===== config.mk =====
export PLATFORM = sky130hd
export DESIGN_NAME = irq_ctrl
export DESIGN_NICKNAME = d
export VERILOG_FILES = /design/src/rtl/irq_pkg.sv /design/src/rtl/irq_prio_enc.sv /design/src/rtl/irq_ctrl.sv
export SDC_FILE = /design/constraint.sdc
export NUM_CORES = 1
export LEC_CHECK = 0
export CORE_UTILIZATION = 41
export DETAILED_ROUTE_END_ITERATION = 10
export HOLD_SLACK_MARGIN = 0.12
export PLACE_DENSITY = 0.82
export SLEW_MARGIN = 0
export SYNTH_ARGS = -nofsm -noshare
export SYNTH_HDL_FRONTEND = slang
export SYNTH_SLANG_ARGS = --single-unit

===== constraint.sdc =====
create_clock -name clk -period 2.2 [get_ports clk]
set_input_delay 0.44 -clock clk [delete_from_list [all_inputs] [get_ports clk]]
set_output_delay 0.44 -clock clk [all_outputs]
set_load 0.05 [all_outputs]

===== src/rtl/irq_pkg.sv =====
// Shared types for the interrupt controller: FSM state encoding and the
// cause-code width helper used to size the channel index.
package irq_pkg;

   typedef enum logic [1:0] {
      IDLE    = 2'b00,
      REQ     = 2'b01,
      SERVICE = 2'b10
   } irq_state_e;

   // A single channel still needs a one-bit cause field.
   function automatic int cause_width(input int n);
      return (n <= 2) ? 1 : $clog2(n);
   endfunction

endpackage


===== src/rtl/irq_prio_enc.sv =====
// Combinational priority encoder: returns the index of the lowest set bit
// and a valid flag. Also reusable by the exception-cause logic.
module irq_prio_enc #(
   parameter int N = 4,
   parameter int W = 2
) (
   input  logic [N-1:0] req,
   output logic [W-1:0] idx,
   output logic         valid
);

   // Scan from the top so the lowest set index is the last assignment.
   always_comb begin
      idx   = '0;
      valid = |req;
      for (int i = N - 1; i >= 0; i--) begin
         if (req[i]) begin
            idx = W'(i);
         end
      end
   end

endmodule


===== src/rtl/irq_ctrl.sv =====
// Interrupt controller: latches level/edge peripheral lines, masks them with
// an enable register and holds a frozen request + cause until the pipeline takes it.
module irq_ctrl
   import irq_pkg::*;
#(
   parameter int               N_IRQ     = 4,
   parameter logic [N_IRQ-1:0] EDGE_MASK = '0,
   parameter int               CAUSE_W   = cause_width(N_IRQ)
) (
   input  logic               clk,
   input  logic               reset,
   input  logic [N_IRQ-1:0]   irq_in,
   input  logic               pc_kernel,
   input  logic               en_we,
   input  logic [N_IRQ-1:0]   en_wdata,
   input  logic               clr_we,
   input  logic [N_IRQ-1:0]   clr_mask,
   input  logic               irq_take,
   output logic               irq_req,
   output logic [CAUSE_W-1:0] irq_cause,
   output logic [N_IRQ-1:0]   pending,
   output logic [N_IRQ-1:0]   enable,
   output logic [N_IRQ-1:0]   lost
);

   irq_state_e         state_q, state_d;
   logic [N_IRQ-1:0]   irq_prev_q, irq_prev_d;
   logic [N_IRQ-1:0]   pending_q, pending_d;
   logic [N_IRQ-1:0]   enable_q, enable_d;
   logic [N_IRQ-1:0]   lost_q, lost_d;
   logic               kernel_q, kernel_d;
   logic               req_q, req_d;
   logic [CAUSE_W-1:0] cause_q, cause_d;

   logic [N_IRQ-1:0]   rise;
   logic [N_IRQ-1:0]   take_clr;
   logic [N_IRQ-1:0]   sw_clr;
   logic [N_IRQ-1:0]   candidate;
   logic [CAUSE_W-1:0] cand_idx;
   logic               cand_valid;
   logic               take_fire;

   assign candidate = pending_q & enable_q;

   irq_prio_enc #(
      .N (N_IRQ),
      .W (CAUSE_W)
   ) u_prio (
      .req   (candidate),
      .idx   (cand_idx),
      .valid (cand_valid)
   );

   // A new edge always overrides a same-cycle take or software clear.
   always_comb begin
      rise       = irq_in & ~irq_prev_q & EDGE_MASK;
      take_fire  = (state_q == REQ) && irq_take;
      take_clr   = take_fire ? (N_IRQ'(1) << cause_q) : '0;
      sw_clr     = clr_we ? clr_mask : '0;
      pending_d  = (EDGE_MASK & (rise | (pending_q & ~take_clr & ~sw_clr)))
                 | (~EDGE_MASK & irq_in);
      lost_d     = (lost_q & ~sw_clr) | (rise & pending_q & ~take_clr & ~sw_clr);
      enable_d   = en_we ? en_wdata : enable_q;
      irq_prev_d = irq_in;
      kernel_d   = pc_kernel;
   end

   always_comb begin
      state_d = state_q;
      req_d   = req_q;
      cause_d = cause_q;
      case (state_q)
         IDLE: begin
            if (cand_valid && !kernel_q) begin
               state_d = REQ;
               req_d   = 1'b1;
               cause_d = cand_idx;
            end
         end
         REQ: begin
            if (irq_take) begin
               state_d = SERVICE;
               req_d   = 1'b0;
            end
         end
         SERVICE: begin
            if (!kernel_q) begin
               state_d = IDLE;
            end
         end
         default: begin
            state_d = IDLE;
            req_d   = 1'b0;
         end
      endcase
   end

   always_ff @(posedge clk or negedge reset) begin
      if (!reset) begin
         state_q    <= IDLE;
         irq_prev_q <= '0;
         pending_q  <= '0;
         enable_q   <= '0;
         lost_q     <= '0;
         kernel_q   <= 1'b0;
         req_q      <= 1'b0;
         cause_q    <= '0;
      end else begin
         state_q    <= state_d;
         irq_prev_q <= irq_prev_d;
         pending_q  <= pending_d;
         enable_q   <= enable_d;
         lost_q     <= lost_d;
         kernel_q   <= kernel_d;
         req_q      <= req_d;
         cause_q    <= cause_d;
      end
   end

   assign irq_req   = req_q;
   assign irq_cause = cause_q;
   assign pending   = pending_q;
   assign enable    = enable_q;
   assign lost      = lost_q;

endmodule

# After elaboration in Yosys (flattened, before gate mapping)
# Index checks and enable logic that the tools add are counted.
[totals]
inputBits = 18
ff_bits = 18
elab_cells = 35
output_inout_bits = 15
[classes]
bitwise = 4
eq_ne = 5
muxes = 12
reduce_logical = 7
[op_table]
columns = ["operator", "count"]
rows = [
  ["2-to-1 mux 2 bit", 7],
  ["AND 4 bit", 2],
  ["!= test 2 bit, second input constant", 3],
  ["one-hot mux 2 bit (3 select lines)", 1],
  ["AND reduction 3 bit", 2],
  ["2-to-1 mux 4 bit", 1],
  ["inverter 4 bit", 1],
  ["OR reduction 4 bit", 1],
  ["one-hot mux 1 bit (3 select lines)", 1],
  ["== test 2 x 1 -> 1 bit, second input constant", 1],
  ["== test 2 bit, second input constant", 1],
  ["zero test 2 bit", 1],
  ["2-to-1 mux 1 bit", 2],
  ["AND reduction 2 bit", 1],
  ["logical AND 1 bit", 1],
  ["zero test 1 bit", 1],
  ["inverter 1 bit", 1],
]

# Depth between registers and ports, before layout
[depth]
ltp_word = 5
mapped_depth = 3
ltp_nobuf = 3

# Modules after synthesis
# A second synthesis with hierarchy kept.
[hier_totals]
cells_unflattened = 49
hier_area_um2 = 688.2
[by_module_without_submodules]
columns = ["module", "seq_area_each_um2", "area_per_inst_um2", "instances", "cells_per_inst"]
rows = [
  ["irq_ctrl", 450.4, 653.1, 1, 42],
  ["irq_prio_enc", 0.0, 35.0, 1, 7],
]

# Worst setup path after synthesis
# OpenSTA, ideal clock, no wires.
[synth_timing]
kind = "reg-to-reg"
from = "reg pending_q[1] (netlist: pending[1])"
to = "reg req_q (netlist: irq_req)"
setup_ps = 121
path_buffers = 0
path_slack_ps = 884
stages_incl_launch_ff = 4
required_ps = 2079
synth_period_minus_slack_ps = 1316
arrival_time_ps = 1195
path_cell_list = "dfrtp_1 a22oi_1 nand3_1 a22o_2"
[synth_between]
elab_chain_len = 5
[synth_rtl]
columns = ["item", "line", "rtl"]
rows = [
  ["start: declaration", "irq_ctrl.sv:28", "logic [N_IRQ-1:0] pending_q, pending_d;"],
  ["start signal: assignment", "irq_ctrl.sv:111", "pending_q <= pending_d;"],
  ["AND 4 bit", "irq_ctrl.sv:43", "assign candidate = pending_q & enable_q;"],
  ["OR reduction 4 bit", "irq_prio_enc.sv:15", "valid = |req;"],
  ["logical AND 1 bit", "irq_ctrl.sv:74", "if (cand_valid && !kernel_q) begin"],
  ["!= test 2 bit (no line)", "-", ""],
  ["AND reduction 3 bit (no line)", "-", ""],
  ["end signal: assignment", "irq_ctrl.sv:115", "req_q <= req_d;"],
  ["end: declaration", "irq_ctrl.sv:32", "logic req_q, req_d;"],
]
# No other way between the ends.
# A chain may end at the register's enable or synchronous reset.

# Worst setup path after layout
[layout_timing]
from = "reg enable_q[2] (netlist: enable[2])"
to = "out enable[2]"
[layout_rtl]
columns = ["item", "line", "rtl"]
rows = [
  ["start: declaration", "irq_ctrl.sv:29", "logic [N_IRQ-1:0] enable_q, enable_d;"],
  ["start signal: assignment", "irq_ctrl.sv:112", "enable_q <= enable_d;"],
  ["end: declaration", "irq_ctrl.sv:22", "output logic [N_IRQ-1:0] enable,"],
]
# No word-level cell between the ends.

==> results.toml <==
[die]
die_w_um = 42.1
initial_utilization_pct = 43.9
ios = 33
die_h_um = 42.1
die_area_sq_mm = 0.00178
std_cell_rows = 14
coreArea_sq_mm = 0.00151

[cts]
cts_tree = "built"
post_cts_buffers = 0
cts_resized = 0
cts.path.max_buffers = 2
hold_buffers = 0
cts_buffers = 3
cts_root_buffer = "clkbuf_4"
clk_pin_slew_ns = 0.10
cts.sinks = 18
h-tree-depth = 1
insertion_delay_ns = 0.28

[placed_design]
gp_congestion = 0.766
portBuffers = 32
dp_cells = 95
place_worst_setup_slack_ns = 0.554
dp_hpwl_um = 997

[setup_path]
worst-setup-path-type = "flop to primary output"
critPathCaptureType = "primary output"
crit_path_max_incr_delay_ns = 0.83
rrSetupSlack_ns = 1.00
crit_fanout = 5
critPathBufInv = 1
cp-start-kind = "flop"
r2r-start = "enable[1]"
cp_data_required_time_ns = 1.76
timing.rr.end = "irq_req"
arrival_ns = 1.54
crit_slowest_cell = "clkdlybuf4s50_1"
crit_family = "buffers and inverters"
cp_cell_sequence = "clkdlybuf4s50_1"
reg2regPathDepth = 3

[layout]
diodes = 0
drive_gt1_share_pct = 14.5
layout.cells.non_filler = 99
area_growth_pct = 58.1
nNetsFinal = 102

[yosys]
ys_seq_area_share_pct = 68.2
syn_nets = 64
synth_simple_gate_area_share_pct = 9.28
synth_xor_area_share_pct = 0
syn_inst = 46
synthAdderAreaFrac_pct = 0
synth_top_family_by_area = "compound AO/OA/AOI/OAI gates"
synth_compound_area_share_pct = 15.7
syn_area_per_cell_sq_um = 14.4
synth_warnings = 0
synth_area_sq_um = 661
synthMuxAreaShare_pct = 6.82
yosysUniqueCellTypes = 17
ys_seq_elements = 18

[routing]
drt_wl_total_um = 1270
antenna_left = 0
vias_per_cell = 5.22
drt_pass1_iterations = 4
drc_errors = 0
wl_per_cell_um = 12.8
drtIter0Drc = 10
vias = 517

[sta]
slew_viol_final = 0
max_freq_ghz = 0.505
finalWorstSetupSlack_ns = 0.222
post-route-period-util_pct = 89.9
slew_headroom_pct = 66.2
hold_viol = 0
period_minus_slack_ns = 1.98
worst_pin_slew_ns = 0.506
setup_viol = 0
finalSetupTns_ns = 0
finClkSkew_ns = 0.00167
grt_setup_unrepaired = "no"

[power]
pwr-share-clk_pct = 19.9
ir_worst_vdd_mv = 0.537
sw_frac_of_total_pct = 35.8
p_switching_w = 0.000356
p_seq_share_pct = 44.3
p_int_w = 0.000640
p_per_area_mw_per_mm2 = 953
p_comb_share_pct = 35.8
leakage_nw = 0.446

[min_path]
worstHoldPathType = "primary input to async pin"

[grt]
grt_first_pass_wirelength_um = 2260
grt_usage_pct = 17.1
antenna_found_initial = 0
grt_overflow = 0
grt_max_degree = 19
grt_pass1_vias = 497

[job]
max-cap-violations = 0

[status]
status = "finished clean"
[cell type report]
cell class              instances  area [sq um]
clock buffers                   4          36.3
fillers                       117           462
multi-input cells              28           210
flip-flops and latches         18           450
well taps                      16          20.0
repair buffers                 33           328
[worst max-delay path by stage]
stage | end | slack, ns | cells after the start | from
4_1_cts | enable[2] | 0.22 | 1 | enable[2]
3_5_place_dp | enable[2] | 0.55 | 1 | enable[2]
3_3_place_gp | enable[2] | 0.57 | 1 | enable[2]
2_1_floorplan | irq_req | 0.88 | 3 | pending[1]
5_1_grt | enable[2] | 0.16 | 1 | enable[2]
6_report | enable[2] | 0.22 | 1 | enable[2]
[per-layer routing]
metal  global-route usage, %  vias up  wire, um
li1                        -      242         -
met1                    23.8      252       565
met2                    26.6       23       644
met3                    3.02        0        62
met4                    7.50        0         0
met5                       0        -         0
[per-stage QoR]
| stage | power, W | cell area (sq um) | hold slack (ns) | utilization, % |
|---|---|---|---|---|
| finish | 0.000996 | 1040 | 0.462 | 69.4 |
| floorplan | 0.000664 | 661 | 0.144 | - |
| global route | 0.00105 | 1040 | 0.483 | 69.4 |
| CTS | 0.00101 | 1040 | 0.465 | 69.4 |
| detailed placement | 0.000805 | 1010 | 0.489 | 66.9 |
| global placement | 0.000795 | 1010 | 0.487 | 66.9 |
[power by group through the flow]
stage | clock network [W] | logic (W) | registers (W)
global placement | 0 | 0.000353 | 0.000442
finish | 0.000199 | 0.000356 | 0.000441
floorplan | 0 | 0.0000879 | 0.000576
detailed placement | 0 | 0.000359 | 0.000447
CTS | 0.000206 | 0.000359 | 0.000440
global route | 0.000220 | 0.000379 | 0.000452
[placed cells by master, fill, tap and decap left out, types with 2 or more instances in the layout]
cell type	Yosys	routed
a21boi_0	4	4
clkdlybuf4s50_1	0	32
nand2_1	5	5
mux2_2	4	4
clkbuf_4	0	3
o21ai_0	2	2
dfrtp_1	18	18
a21oi_1	2	2
[sequential cells by signal, indices dropped and copies added, names as in the netlist]
register,flops
pending,4
enable,4
kernel_q,1
lost,4
irq_req,1
state_q,2
irq_cause,2
[cells in the mapped netlist]
library cell,instances,share of area [%]
a32o_1,1,1.5
a22oi_1,1,1.1
nor2b_1,1,0.95
nor3b_1,1,1.1
o21ai_0,2,1.5
a21boi_0,4,4.5
nand3_1,1,0.76
nor3_4,1,2.5
dfrtp_1,18,68
mux2_2,4,6.8
nand2_1,5,2.8
a21o_2,1,1.3
a22o_2,1,1.5
nand3b_1,1,1.1
a22o_1,1,1.3
a2bb2oi_1,1,1.3
a21oi_1,2,1.5
[logic make-up after synthesis]
group / Yosys count
flops: 18
simple gates: 10
mux: 4
compound gates: 14
Power figures use the tool's default switching activity.
